## config.mk

```make
export PLATFORM = sky130hd
export DESIGN_NAME = serial_tx
export DESIGN_NICKNAME = d
export VERILOG_FILES = /design/src/rtl/serial_tx.sv
export SDC_FILE = /design/constraint.sdc
export NUM_CORES = 1
export LEC_CHECK = 0
export ABC_AREA = 1
export BUFFER_PORTS_ARGS = -buffer_cell sky130_fd_sc_hd__buf_2
export CAP_MARGIN = 10
export CELL_PAD_IN_SITES_DETAIL_PLACEMENT = 2
export CELL_PAD_IN_SITES_GLOBAL_PLACEMENT = 2
export CORE_MARGIN = 2
export CORE_UTILIZATION = 37
export DETAILED_ROUTE_END_ITERATION = 12
export PLACE_DENSITY_LB_ADDON = 0.05
export SETUP_SLACK_MARGIN = 0.02
export SLEW_MARGIN = 20
export SYNTH_ARGS = -nofsm -noshare
export SYNTH_HDL_FRONTEND = slang
export SYNTH_SLANG_ARGS = --single-unit
```

## constraint.sdc

```tcl
create_clock -name clk -period 5.35 [get_ports clk]
set_input_delay 0.8025 -clock clk [delete_from_list [all_inputs] [get_ports clk]]
set_output_delay 0.8025 -clock clk [all_outputs]
set_load 0.05 [all_outputs]
```

## src/rtl/serial_tx.sv

```systemverilog
// serial_tx: byte-wide to serial line transmitter.
//
// Accepted bytes queue in a 2-entry FIFO and are sent one frame at a time
// through an 8-bit shift register. Each frame is 11 one-cycle bits:
// start(0), data[7:0] MSB first, odd parity (~^data), stop(1).
// STOP_GAP extra idle-high cycles (0-15) follow every stop bit.
//
// State table
//   IDLE   | line idle high, waiting for a queued byte
//   START  | start bit (0)
//   DATA   | 8 data bits, MSB first, bit_cnt counts 0..7 and wraps
//   PARITY | odd parity of the byte as loaded
//   STOP   | stop bit (1)
//   GAP    | STOP_GAP extra high cycles, gap_cnt counts down to 0
//
// Ports
//   clk      : sole clock, rising edge
//   reset    : synchronous active-high reset
//   tx_data  : byte to send, taken when tx_valid && tx_ready
//   tx_valid : producer offers tx_data
//   tx_ready : FIFO has room (count < 2)
//   out      : registered serial line, idle high
//   busy     : frame in flight or FIFO non-empty
module serial_tx #(
  parameter int unsigned STOP_GAP = 0
) (
  input  logic       clk,
  input  logic       reset,
  input  logic [7:0] tx_data,
  input  logic       tx_valid,
  output logic       tx_ready,
  output logic       out,
  output logic       busy
);

  typedef enum logic [2:0] {
    IDLE   = 3'd0,
    START  = 3'd1,
    DATA   = 3'd2,
    PARITY = 3'd3,
    STOP   = 3'd4,
    GAP    = 3'd5
  } state_t;

  // GAP runs gap_cnt from STOP_GAP-1 down to 0, i.e. STOP_GAP cycles.
  localparam logic [3:0] GAP_LOAD = (STOP_GAP > 0) ? 4'(STOP_GAP - 1) : 4'd0;
  localparam logic       HAS_GAP  = (STOP_GAP > 0);

  state_t      state, next_state;
  logic [7:0]  fifo_mem [2];
  logic        rd_ptr, wr_ptr;
  logic [1:0]  count;
  logic [7:0]  shift_reg;
  logic        parity_bit;
  logic [2:0]  bit_cnt;
  logic [3:0]  gap_cnt;
  logic        push, pop;
  logic        fifo_nonempty;
  logic [7:0]  head;

  assign tx_ready      = (count != 2'd2);
  assign push          = tx_valid && tx_ready;
  assign fifo_nonempty = (count != 2'd0);
  assign head          = fifo_mem[rd_ptr];
  assign busy          = (state != IDLE) || fifo_nonempty;

  always_comb begin
    next_state = state;
    pop        = 1'b0;
    case (state)
      IDLE: begin
        if (fifo_nonempty) begin
          pop        = 1'b1;
          next_state = START;
        end
      end
      START:  next_state = DATA;
      DATA:   if (bit_cnt == 3'd7) next_state = PARITY;
      PARITY: next_state = STOP;
      STOP: begin
        if (HAS_GAP) begin
          next_state = GAP;
        end else if (fifo_nonempty) begin
          pop        = 1'b1;
          next_state = START;
        end else begin
          next_state = IDLE;
        end
      end
      GAP: begin
        if (gap_cnt == 4'd0) begin
          if (fifo_nonempty) begin
            pop        = 1'b1;
            next_state = START;
          end else begin
            next_state = IDLE;
          end
        end
      end
      default: next_state = IDLE;
    endcase
  end

  always_ff @(posedge clk) begin
    if (reset) begin
      state      <= IDLE;
      out        <= 1'b1;
      count      <= 2'd0;
      rd_ptr     <= 1'b0;
      wr_ptr     <= 1'b0;
      bit_cnt    <= 3'd0;
      gap_cnt    <= 4'd0;
      shift_reg  <= 8'd0;
      parity_bit <= 1'b0;
    end else begin
      state <= next_state;

      // Line value reflects the state being left, so out trails state by one edge.
      case (state)
        START:   out <= 1'b0;
        DATA:    out <= shift_reg[7];
        PARITY:  out <= parity_bit;
        default: out <= 1'b1;
      endcase

      if (push) begin
        fifo_mem[wr_ptr] <= tx_data;
        wr_ptr           <= ~wr_ptr;
      end
      if (pop) rd_ptr <= ~rd_ptr;
      case ({push, pop})
        2'b10:   count <= count + 2'd1;
        2'b01:   count <= count - 2'd1;
        default: count <= count;
      endcase

      // Parity is latched with the byte so later tx_data changes cannot affect it.
      if (pop) begin
        shift_reg  <= head;
        parity_bit <= ~^head;
      end else if (state == DATA) begin
        shift_reg <= {shift_reg[6:0], 1'b0};
      end

      if (state == DATA) bit_cnt <= bit_cnt + 3'd1;

      if (state == STOP)     gap_cnt <= GAP_LOAD;
      else if (state == GAP) gap_cnt <= gap_cnt - 4'd1;
    end
  end

endmodule
```

==> flow_summary.toml <==
[yosys]
ys.flop_type = "dfxtp_1"
synth_top_area_share_pct = 25.3
synth-edff-count = 16
async_reset_ff_share_pct = 0
ys.warnings.count = 0
ys_top_cells_by_count = "nand2_1 (109), inv_1 (31), dfxtp_1 (25)"
synth_most_common_cell = "nand2_1"
yosysSeqAreaShare_pct = 49.5
synth.distinct_cells = 26
ys_ff_latch = 41
syn_avg_cell_area_um2 = 7.59
synth.net_count = 276
netlist_area_um2 = 1980
yosysTopAreaCell = "dfxtp_1"
synth_area_leaders = "dfxtp_1 (25%), edfxtp_1 (24%), nand2_1 (21%), inv_1 (5.9%), nor2_1 (4.4%)"
synth_cells = 261

[detailed_routing]
wl_mm = 4.84
ant_nets = 0
drc_errors = 0
routedWlPerCell_um = 14.0
vias_per_cell = 4.82
firstDrtPassIters = 4
vias = 1663
dr.first_iter.drc_count = 44

[hold_path]
min_path_type = "register to register"
hold_path_startpoint = "wr_ptr"

[cts]
cts-root-buf = "clkbuf_8"
path_clk_slew_ns = 0.08
postCtsHoldBufs = 0
clock-sinks = 41
clock_path_buffers = 2
htree_levels = 2
insertion_delay_ns = 0.29
cts_resized = 0
cts_setup_buffers = 0
cts_tree = "built"
cts_buffers = 5

[global_routing]
overflow = 0
antenna_found_initial = 0
grt_pass1_vias = 1825
grt_usage_pct = 18.1
grt_max_degree = 20
grt_first_pass_wirelength_mm = 8.48

[outcome]
outcome = "finished clean"

[place]
place_hpwl_mm = 3.70
io_buffers = 13
globalplace.congestion = 0.748
dp.cells = 337

[final_layout]
instances_no_fill = 345
n_fill_cell = 635
nets = 289
largest_register_ffs = 16
area_growth_syn_to_layout_pct = 10.3
drive_gt1_share_pct = 10.9
diodes = 0

[worst_setup_path]
end_kind = "output port"
crit_buf_inv = 3
crit_required_ns = 4.55
slowest_stage = "dfxtp_1"
arrival_ns = 1.44
rr_startpoint = "gap_cnt[0]"
worst-setup-path-type = "register to output port"
critPathLaunchType = "register"
critPathMaxFanout = 6
crit_path_cell_trace = "nor2_1 > inv_1 > nor4_1 > inv_1 > buf_2"
crit_family = "simple AND/OR/NAND/NOR gates"
critPathMaxStageDelay_ns = 0.36
cp-startpoint = "count[0]"
crit_top_cell = "inv_1"

[die]
initial_core_util_pct = 38.6
die_area_um2 = 5960
core-area_um2 = 5140
die_x_um = 77.2
die_h_um = 77.2
ioPinCount = 14
rows = 26

[sta]
tightest_slew_ns = 0.724
fmax_ghz = 0.446
hold_viol = 0
setup_violations = 0
final.period_utilization_pct = 41.9
layout_min_cycle_time_ns = 2.24
maxSlewHeadroom_pct = 51.6
tns_ns = 0
rsz0062_at_grt = "no"
finClkSkew_ns = 0.00391
maxSlewViolCount = 0

[pwr]
p_leak_nw = 0.997
powerDensity_nw_per_um2 = 533
vdd_drop_max_mv = 0.221

[flow_run]
maxCapViolCount = 0
[per-layer routing]
layer	up-vias	routed length (um)	track usage (%)	part of all wire [%]
li1	839	-	-	-
met1	800	2310	23.0	48
met2	18	2360	31.0	49
met3	6	122	3.76	2.5
met4	0	52	5.18	1.1
met5	-	0	0	0
[power breakdown]
group | leakage, nW | internal (mW) | total, mW | switching [mW]
clock | 0.0552 | 0.139 | 0.246 | 0.107
sequential | 0.351 | 0.394 | 0.458 | 0.0638
combinational | 0.590 | 0.137 | 0.462 | 0.324
total | 0.997 | 0.670 | 1.17 | 0.495
[cells in the final DEF (no fill, tap or decap), types with 4 or more instances in the layout]
master,count
a21oi_1,9
a31oi_1,7
buf_2,13
clkbuf_8,5
dfxtp_1,25
edfxtp_1,16
ha_1,4
inv_1,31
nand2_1,109
nor2_1,23
nor3_2,4
o21ai_0,9
[worst paths after layout]
path                   end  cells past startpoint  slack, ns
setup / recovery      busy                      5       3.11
hold / removal      wr_ptr                      2       0.47
setup reg to reg  count[1]                     12       3.34
hold reg to reg     wr_ptr                      2       0.47
[tightest hold or removal path, delay by kind of cell (launching register included)]
family,cells,cell delay [ns]
AND/OR/NAND/NOR,1,0.06
AO/OA/AOI/OAI,1,0.05
flip-flops,1,0.32
[logic make-up (layout without fill, tap and decap cells)]
family                     count (synthesis)  after routing  synth area share (%)
and+or+nand+nor                          145            145                  29.9
DFF                                       41             41                  49.5
buffers and inverters                     41             55                  9.53
xor gates and xnor gates                   3              3                  1.33
AOI/OAI and AO/OA                         27             27                  7.26
adders and majority gates                  4              4                  2.53
[cell type report]
type | count | area (um2) | area share, %
clock inverter | 2 | 35.0 | 1.60
tap | 70 | 87.6 | 4.01
multi-input combinational | 179 | 817 | 37.4
timing repair buffer | 13 | 65.1 | 2.98
inverter | 34 | 128 | 5.84
clock buffer | 6 | 72.6 | 3.32
sequential | 41 | 981 | 44.9
[stage by stage]
| step | setup WS (ns) | hold slack [ns] | total power, mW | cell area, um2 | utilization [%] |
|---|---|---|---|---|---|
| detailed placement | 2.88 | 0.454 | 0.934 | 2070 | 40.3 |
| CTS | 3.06 | 0.465 | 1.18 | 2180 | 42.4 |
| global placement | 3.03 | 0.441 | 0.910 | 2070 | 40.3 |
| floorplan | 3.39 | 0.425 | 0.837 | 1980 | - |
| global route | 2.95 | 0.494 | 1.27 | 2190 | 42.5 |
| finish | 3.11 | 0.470 | 1.17 | 2190 | 42.5 |
Note: power is estimated with default switching activity, not from simulation.
